[src/rtl/rx_pkg.sv]
// Shared types and constants for the receive-side byte-to-word assembler.
package rx_pkg;

    typedef enum logic [1:0] {
        IDLE    = 2'd0,
        COLLECT = 2'd1,
        WRITE   = 2'd2,
        DONE    = 2'd3
    } rx_state_t;

    localparam int unsigned BYTE_W = 8;

endpackage

[src/rtl/rx_assembler_if.sv]
// Byte-receive / RAM-write bundle of the rx_assembler; master is the assembler side.
interface rx_assembler_if #(
    parameter int unsigned MAX_ADDR = 1024,
    parameter int unsigned DATA_W   = 32
);
    localparam int unsigned AW = (MAX_ADDR > 1) ? $clog2(MAX_ADDR) : 1;

    logic [7:0]        rx_data;
    logic              rx_valid;
    logic              in_mode;
    logic [1:0]        max_pck;
    logic [AW-1:0]     w_addr;
    logic [DATA_W-1:0] w_data;
    logic              w_en;
    logic              done;
    logic              timeout;
    logic              busy;

    modport master (
        input  rx_data, rx_valid, in_mode, max_pck,
        output w_addr, w_data, w_en, done, timeout, busy
    );

    modport slave (
        output rx_data, rx_valid, in_mode, max_pck,
        input  w_addr, w_data, w_en, done, timeout, busy
    );

endinterface

[src/rtl/rx_timeout_ctr.sv]
// Inter-byte idle counter: clears on clr, counts while en, flags the terminal cycle.
module rx_timeout_ctr #(
    parameter int unsigned TIMEOUT = 100000
) (
    input  logic clk,
    input  logic rst,
    input  logic clr,
    input  logic en,
    output logic tc
);
    localparam int unsigned CW = (TIMEOUT > 1) ? $clog2(TIMEOUT) : 1;
    localparam logic [CW-1:0] LAST = CW'(TIMEOUT - 1);

    logic [CW-1:0] cnt;

    // tc is combinational so the FSM acts on the same edge the count is exhausted
    assign tc = en && (cnt == LAST);

    always_ff @(posedge clk) begin
        if (rst || clr || tc) begin
            cnt <= '0;
        end else if (en) begin
            cnt <= cnt + 1'b1;
        end
    end

endmodule

[src/rtl/rx_assembler.sv]
// Packs 1-4 received bytes (LSB first) into memory words and writes them at incrementing addresses.
module rx_assembler
    import rx_pkg::*;
#(
    parameter int unsigned MAX_ADDR = 1024,
    parameter int unsigned DATA_W   = 32,
    parameter int unsigned TIMEOUT  = 100000
) (
    input logic            clk,
    input logic            rst,
    rx_assembler_if.master bus
);
    localparam int unsigned AW = (MAX_ADDR > 1) ? $clog2(MAX_ADDR) : 1;
    localparam logic [AW-1:0] LAST_ADDR = AW'(MAX_ADDR - 1);

    rx_state_t         state;
    logic [1:0]        byte_cnt;
    logic [1:0]        pck_q;
    logic              mode_q;
    logic [AW-1:0]     addr;
    logic [DATA_W-1:0] word;
    logic              w_en_q;
    logic              done_q;
    logic              timeout_q;
    logic              busy_q;
    logic              tmo_hit;

    rx_timeout_ctr #(
        .TIMEOUT(TIMEOUT)
    ) u_timeout (
        .clk(clk),
        .rst(rst),
        .clr(bus.rx_valid || (state != COLLECT)),
        .en ((state == COLLECT) && !bus.rx_valid),
        .tc (tmo_hit)
    );

    always_ff @(posedge clk) begin
        if (rst) begin
            state     <= IDLE;
            byte_cnt  <= '0;
            pck_q     <= '0;
            mode_q    <= 1'b0;
            addr      <= '0;
            word      <= '0;
            w_en_q    <= 1'b0;
            done_q    <= 1'b0;
            timeout_q <= 1'b0;
            busy_q    <= 1'b0;
        end else begin
            w_en_q    <= 1'b0;
            done_q    <= 1'b0;
            timeout_q <= 1'b0;
            case (state)
                IDLE: begin
                    byte_cnt <= '0;
                    word     <= '0;
                    addr     <= '0;
                    busy_q   <= 1'b0;
                    if (bus.rx_valid) begin
                        pck_q    <= bus.max_pck;
                        mode_q   <= bus.in_mode;
                        word     <= DATA_W'(bus.rx_data);
                        byte_cnt <= 2'd1;
                        busy_q   <= 1'b1;
                        if (bus.max_pck == 2'd0) begin
                            state  <= WRITE;
                            w_en_q <= 1'b1;
                        end else begin
                            state <= COLLECT;
                        end
                    end
                end
                COLLECT: begin
                    if (tmo_hit) begin
                        state     <= IDLE;
                        timeout_q <= 1'b1;
                        busy_q    <= 1'b0;
                        byte_cnt  <= '0;
                        word      <= '0;
                        addr      <= '0;
                    end else if (bus.rx_valid) begin
                        // lanes are written once into a cleared word, so OR-merge suffices
                        word <= word | (DATA_W'(bus.rx_data) << {byte_cnt, 3'b000});
                        if (byte_cnt == pck_q) begin
                            state  <= WRITE;
                            w_en_q <= 1'b1;
                        end else begin
                            byte_cnt <= byte_cnt + 2'd1;
                        end
                    end
                end
                WRITE: begin
                    byte_cnt <= '0;
                    word     <= '0;
                    if (mode_q || (addr == LAST_ADDR)) begin
                        state  <= DONE;
                        done_q <= 1'b1;
                    end else begin
                        addr  <= addr + 1'b1;
                        state <= COLLECT;
                    end
                end
                DONE: begin
                    state  <= IDLE;
                    busy_q <= 1'b0;
                end
                default: state <= IDLE;
            endcase
        end
    end

    assign bus.w_addr  = addr;
    assign bus.w_data  = word;
    assign bus.w_en    = w_en_q;
    assign bus.done    = done_q;
    assign bus.timeout = timeout_q;
    assign bus.busy    = busy_q;

endmodule

[src/flat_wrapper.sv]
// flat-port wrapper written by rule: the top's interface ports become plain ports
module rx_assembler_flat import rx_pkg::*;
#(
    parameter int unsigned MAX_ADDR = 1024,
    parameter int unsigned DATA_W   = 32,
    parameter int unsigned TIMEOUT  = 100000
)
  (clk, rst, bus_rx_data, bus_rx_valid, bus_in_mode, bus_max_pck, bus_w_addr, bus_w_data, bus_w_en, bus_done, bus_timeout, bus_busy);
  rx_assembler_if #(.MAX_ADDR(MAX_ADDR), .DATA_W(DATA_W)) bus_i ();
  input logic clk;
  input logic rst;
  input wire logic [$bits(bus_i.rx_data)-1:0] bus_rx_data;
  input wire logic [$bits(bus_i.rx_valid)-1:0] bus_rx_valid;
  input wire logic [$bits(bus_i.in_mode)-1:0] bus_in_mode;
  input wire logic [$bits(bus_i.max_pck)-1:0] bus_max_pck;
  output wire logic [$bits(bus_i.w_addr)-1:0] bus_w_addr;
  output wire logic [$bits(bus_i.w_data)-1:0] bus_w_data;
  output wire logic [$bits(bus_i.w_en)-1:0] bus_w_en;
  output wire logic [$bits(bus_i.done)-1:0] bus_done;
  output wire logic [$bits(bus_i.timeout)-1:0] bus_timeout;
  output wire logic [$bits(bus_i.busy)-1:0] bus_busy;
  assign bus_i.rx_data = bus_rx_data;
  assign bus_i.rx_valid = bus_rx_valid;
  assign bus_i.in_mode = bus_in_mode;
  assign bus_i.max_pck = bus_max_pck;
  assign bus_w_addr = bus_i.w_addr;
  assign bus_w_data = bus_i.w_data;
  assign bus_w_en = bus_i.w_en;
  assign bus_done = bus_i.done;
  assign bus_timeout = bus_i.timeout;
  assign bus_busy = bus_i.busy;
  rx_assembler #(.MAX_ADDR(MAX_ADDR), .DATA_W(DATA_W), .TIMEOUT(TIMEOUT)) u_core (.clk(clk), .rst(rst), .bus(bus_i));
endmodule
[config.mk]
export PLATFORM = sky130hd
export DESIGN_NAME = rx_assembler_flat
export DESIGN_NICKNAME = d
export VERILOG_FILES = /design/src/rtl/rx_pkg.sv /design/src/rtl/rx_assembler_if.sv /design/src/rtl/rx_timeout_ctr.sv /design/src/rtl/rx_assembler.sv /design/src/flat_wrapper.sv
export SDC_FILE = /design/constraint.sdc
export NUM_CORES = 1
export LEC_CHECK = 0
export BUFFER_PORTS_ARGS = -buffer_cell sky130_fd_sc_hd__buf_2
export CAP_MARGIN = 30
export CORE_UTILIZATION = 50
export DETAILED_ROUTE_END_ITERATION = 7
export PLACE_DENSITY = 0.75
export SLEW_MARGIN = 20
export SYNTH_ARGS = -nofsm -noshare
export SYNTH_HDL_FRONTEND = slang
export SYNTH_SLANG_ARGS = --single-unit
[constraint.sdc]
create_clock -name clk -period 2.6 [get_ports clk]
set_input_delay 0.52 -clock clk [delete_from_list [all_inputs] [get_ports clk]]
set_output_delay 0.52 -clock clk [all_outputs]
set_load 0.05 [all_outputs]
After elaboration in Yosys (flattened, before gate mapping)
Cells that the tools add are included.
- flip-flop bits (word level): 70
- word-level logic and storage cells: 80
- shift-type cells: 1
- reductions and logical operators: 19
- bitwise logic cells: 3
- add/sub/neg operators: 3
- equality and inequality tests: 13
- muxes and demuxes: 30
- operators with widths (cell ; number):
    32-bit case mux with 3 select lines ; 1
    32-bit two-way mux ; 2
    32-bit OR ; 1
    8-bit by 5-bit left shift with 32-bit output ; 1
    10-bit case mux with 3 select lines ; 1
    10-bit two-way mux ; 2
    2-bit two-way mux ; 9
    17-bit by 1-bit adder with 17-bit output, second input constant ; 1
    17-bit equality test, second input constant ; 1
    10-bit by 1-bit adder with 10-bit output, second input constant ; 1
    10-bit equality test, second input constant ; 1
    1-bit two-way mux ; 10
    3-bit inequality test, second input constant ; 3
    3-bit AND reduction ; 3
    8-bit two-way mux ; 1
    2-bit case mux with 4 select lines ; 1
    2-bit inequality test, second input constant ; 3
    2-bit case mux with 3 select lines ; 1
    2-bit AND reduction ; 3
    3-bit nonzero test ; 2
    2-bit equality test, second input constant ; 2
    2-bit zero test ; 2
    1-bit logical OR ; 4
    2-bit OR reduction ; 2
    other kinds (9) ; 11

Logic depth before layout (Yosys ltp)
- word-level depth: 5
- depth in mapped cells: 8
- mapped depth without buffers: 7

By module
From an unflattened synthesis, not the netlist that was laid out.
- cell total of the unflattened synthesis: 366
- area total of the unflattened synthesis: 3144.3 µm²
- modules (own cells, without submodules) (module ; instances ; seq. area each (µm²) ; cells an instance ; area an instance (µm²)):
    rx_assembler ; 1 ; 1061.0 ; 273 ; 2292.2
    rx_timeout_ctr ; 1 ; 340.3 ; 93 ; 852.1

Least setup slack after synthesis
OpenSTA, ideal clock, no wires.
- path type: register to register
- start: register u_core.addr[0], in the netlist u_core.bus.w_addr[0]
- end: register u_core.addr[5], in the netlist u_core.bus.w_addr[5]
- arrival: 1963 ps
- buffers on the path: 0
- setup slack: 493 ps
- stages on the path, launching flop included: 7
- library setup time: 143 ps
- data required time: 2457 ps
- clock period less this slack: 2107 ps
- path through: dfxtp_1 ha_1 and3_1 a311oi_1 a41oi_1 o21ai_0 o31ai_1
- word-level cells in the longest chain between the ends: 4
- RTL lines (element ; line ; RTL):
    from (decl) ; rx_assembler.sv:20 ; logic [AW-1:0] addr;
    from (signal assigned) ; rx_assembler.sv:100 ; addr <= addr + 1'b1;
    branches (longest 4 deep; another with 10-bit by 1-bit adder with 10-bit output) ; -- ;
Several ways; the timed one is not identified. The select of a mux whose other input is x is not followed.
A chain may end at the register's enable or synchronous reset.

Worst setup path in the final report
- start: register u_core.u_timeout.cnt[0]
- end: register u_core.word[10], in the netlist u_core.bus.w_data[10]
- word-level cells in the longest chain between the ends: 4
- RTL lines (element ; line ; RTL):
    from (decl) ; rx_timeout_ctr.sv:14 ; logic [CW-1:0] cnt;
    from (signal assigned) ; rx_timeout_ctr.sv:23 ; cnt <= cnt + 1'b1;
    17-bit equality test * ; rx_timeout_ctr.sv:17 ; assign tc = en && (cnt == LAST);
    1-bit logical AND * ; rx_timeout_ctr.sv:17 ;
    32-bit two-way mux or 3-bit inequality test (tied branches) ; -- ;
    32-bit case mux with 3 select lines or 2-bit AND reduction (tied branches) ; -- ;
    to (signal assigned) ; rx_assembler.sv:63 ; word <= DATA_W'(bus.rx_data);
    to (signal assigned) ; rx_assembler.sv:84 ; word <= word | (DATA_W'(bus.rx_data) << {byte_cnt, 3'b000});
    to (decl) ; rx_assembler.sv:21 ; logic [DATA_W-1:0] word;
Mark *: on every way between the ends. The rest lies on a longest branch, timed or not.

==> out/qor.log <==
INFO  outcome        status=complete, no violations
INFO  yosys          synth.area.top_cells=sky130_fd_sc_hd__dfxtp_1 (45%), sky130_fd_sc_hd__a21oi_1 (7.0%), sky130_fd_sc_hd__nor2_1 (6.2%)
INFO  grt            grt_pass1_wl=11.5mm
INFO  floorplan      core_area=5990um^2
INFO  timing         finalSetupTns=0ns
INFO  cells_and_area design.final.nets=434
INFO  timing         timing.final.crit_period=2.18ns
INFO  grt            pin_count_of_the_biggest_net_entering_global_routing=24
INFO  grt            first_global_vias=2,554
INFO  yosys          sequential_share_of_the_synthesized_area=0.449
INFO  worst_hold_path min_path_cells=3
INFO  timing         achievable-frequency=0.459GHz
INFO  placed_design  gp_congestion=0.824
INFO  cells_and_area register_area=1400um^2
INFO  cts            post-cts-setup-buffers=0
INFO  yosys          async_reset_ff_frac=0
INFO  yosys          syn_nets=373
INFO  cells_and_area antenna_cells_inserted=0
INFO  grt            grt_antenna_before_repair=0
INFO  worst_setup_path r2r_cells=6
INFO  worst_setup_path startpoint_type=register
INFO  cts            clkLatencyLatePin=0.36ns
INFO  floorplan      overall_die_area=6570um^2
INFO  yosys          synth.ff_latch_count=70
INFO  placed_design  post-place-cells=478
INFO  routing        detailedRoute.firstIterationViolations=131
INFO  cts            clockRootBuffer=sky130_fd_sc_hd__clkbuf_8
INFO  floorplan      std_cell_rows=28
INFO  routing        post_drt_wl_per_cell=14.3um
INFO  pwr            p_per_area=738nW/um^2
INFO  timing         post-route-period-util=0.838
INFO  worst_setup_path r2r_setup_slack=0.42ns
INFO  yosys          number_of_warnings_reported_in_the_yosys_synthesis_log=0
INFO  placed_design  dp_hpwl=4.73mm
INFO  timing         maxSlewHeadroom=0.592
INFO  worst_hold_path hold_path_startpoint=bus_in_mode
INFO  worst_setup_path timing.setup.critical_path_class=register to register
INFO  cts            cts_repair_resize_count=0
INFO  cells_and_area final_util=0.623
INFO  flow_run       max_cap_viol_count=0
INFO  routing        dr.pass1.iters=5
INFO  timing         clock_skew=0.00791ns
INFO  timing         final_hold_slack=0.413ns
INFO  placed_design  portBuffers=59
INFO  grt            overall_overflow_remaining_after_global_route=0
INFO  cells_and_area multi_input_area=1600um^2
INFO  routing        detail_route.drc_violations=0
INFO  cts            holdBufCountCts=0
INFO  yosys          synthMostInstantiatedCell=sky130_fd_sc_hd__dfxtp_1
INFO  worst_setup_path worst_ep_arrival_time=2.40ns
INFO  cts            clk_pin_slew=0.07ns
INFO  floorplan      initial_standard_cell_utilization_of_the_core=0.522
INFO  timing         final-max-slew-violation-count=0
INFO  cells_and_area n_fill_cell=497
INFO  cells_and_area final_cells=494
INFO  cts            cts.path.max_buffers=2
INFO  worst_hold_path hold_path_end=u_core.mode_q
INFO  timing         final-setup-viol-count=0
INFO  worst_setup_path worstPathMaxFanout=23
INFO  routing        detail-route-antenna-nets=0
INFO  floorplan      die_outline_height=81.0um
INFO  timing         worst_slack=0.421ns
INFO  cells_and_area area_overhead_vs_synth=19.5%
INFO  yosys          synthDominantCellAreaShare=0.449
INFO  placed_design  pre_cts_slack=0.418ns
INFO  grt            globalRouteTotalUtil=0.228
INFO  cts            number_of_buffers_added_by_the_clock_tree_synthesis_step=9
INFO  worst_setup_path timing.critical_path.to_type=register
INFO  timing         rsz_0062_raised_after_global_routing=false
INFO  routing        postRouteWirelength=7.06mm
INFO  placed_design  post_dp_cell_area=3480um^2
INFO  yosys          syn-cell-area=3120um^2
INFO  yosys          netlist.top_cell.by_area=sky130_fd_sc_hd__dfxtp_1
INFO  timing         hold_viol=0
INFO  pwr            totalPowerFinal=2.76mW
INFO  pwr            power.static_leakage=1.49nW
INFO  floorplan      ioPinCount=60
INFO  yosys          dominantRegCellSynth=sky130_fd_sc_hd__dfxtp_1
INFO  floorplan      dieWidth=81.0um
INFO  cts            htree_num_levels=3
INFO  worst_setup_path worstReg2RegStart=u_core.u_timeout.cnt[0]
INFO  pwr            vdd_ir_drop_max=0.000453V
INFO  yosys          synth.cells.most_frequent=sky130_fd_sc_hd__dfxtp_1 (70), sky130_fd_sc_hd__nor2_1 (52), sky130_fd_sc_hd__a21oi_1 (44), sky130_fd_sc_hd__nand2_1 (23), sky130_fd_sc_hd__o21ai_0 (17)
INFO  yosys          synth_enable_flop_cells=0
INFO  worst_setup_path critPathRequiredTime=2.82ns
INFO  yosys          yosysUniqueCellTypes=60
INFO  cts            cts.sink_count=70
INFO  cts            tritoncts=built
INFO  cells_and_area layout-drive-gt1-share=0.229
INFO  routing        via_per_inst=5.61
INFO  routing        num_vias=2,772
INFO  yosys          synth.avg_cell_area=8.85um^2
INFO  cells_and_area area_of_all_placed_cells_without_fillers=3730um^2
INFO  worst_hold_path worst_hold_path_type=input port to register
INFO  timing         tightest_slew=0.608ns
INFO  yosys          post_synthesis_cell_count=353
INFO  worst_setup_path crit-reg2reg-capture=u_core.bus.w_data[10]
-- cell type report --
class / count / share of cell area
multi-input cells: 256 / 0.427
flip-flops and latches: 70 / 0.375
repair buffers: 66 / 0.0931
clock buffers: 10 / 0.0369
clock inverters: 6 / 0.0312
well taps: 75 / 0.0251
inverters: 11 / 0.0111
-- power breakdown --
part / internal [mW] / switching (mW)
sequential: 1.11 / 0.0327
clock: 0.672 / 0.443
combinational: 0.165 / 0.335
-- per-layer routing --
metal	wire length (um)	global-route usage	vias up	part of all wire
met1	3340	0.287	1302	0.47
met3	297	0.0629	21	0.042
met5	0	0	-	0
met4	215	0.111	0	0.030
met2	3210	0.360	70	0.45
li1	-	-	1379	-
-- cells in the final DEF, fill, tap and decap left out, types with 9 or more instances in the layout --
cell,netlist,layout
sky130_fd_sc_hd__nor2_1,52,52
sky130_fd_sc_hd__inv_1,11,11
sky130_fd_sc_hd__a21oi_1,44,44
sky130_fd_sc_hd__dfxtp_1,70,70
sky130_fd_sc_hd__xor2_1,12,12
sky130_fd_sc_hd__o21ai_0,17,17
sky130_fd_sc_hd__nand3_1,9,9
sky130_fd_sc_hd__clkbuf_8,0,10
sky130_fd_sc_hd__buf_2,2,59
sky130_fd_sc_hd__nand2_1,23,23
sky130_fd_sc_hd__nand4_1,11,11
-- worst max path at each step --
stage / startpoint / slack, ns / depth (start not counted) / to
floorplan: u_core.bus.w_addr[0] / 0.49 / 6 / u_core.bus.w_addr[5]
global placement: u_core.u_timeout.cnt[0] / 0.45 / 6 / u_core.bus.w_data[14]
detailed placement: u_core.u_timeout.cnt[0] / 0.42 / 6 / u_core.bus.w_data[26]
CTS: u_core.u_timeout.cnt[0] / 0.40 / 6 / u_core.bus.w_data[10]
global route: u_core.u_timeout.cnt[0] / 0.28 / 6 / u_core.bus.w_data[10]
finish: u_core.u_timeout.cnt[0] / 0.42 / 6 / u_core.bus.w_data[10]
-- worst max-delay path: stages, from the launching register on --
cell                       delay [ns]
sky130_fd_sc_hd__dfxtp_1         0.35
sky130_fd_sc_hd__ha_1            0.23
sky130_fd_sc_hd__and4b_1         0.23
sky130_fd_sc_hd__nand4_2         0.25
sky130_fd_sc_hd__o211a_2         0.41
sky130_fd_sc_hd__o21bai_4        0.46
sky130_fd_sc_hd__nor2_1          0.11
-- kinds of logic after synthesis --
family | share of synthesized area
adder cells (fa/ha/maj) | 0.0240
AND/OR/NAND/NOR | 0.225
buffers and inverters | 0.0404
XOR/XNOR | 0.0477
multiplexers | 0.00360
flip-flops | 0.449
AO/OA/AOI/OAI | 0.210
-- flip-flops by register name, summed over array words and instances, names as in the netlist --
signal,flops
u_core.u_timeout.cnt,17
u_core.byte_cnt,2
u_core.bus.done,1
u_core.bus.w_data,32
u_core.bus.w_addr,10
u_core.bus.timeout,1
u_core.bus.busy,1
u_core.mode_q,1
u_core.bus.w_en,1
u_core.state,2
u_core.pck_q,2
No activity file was read; power rests on OpenSTA's default activity.
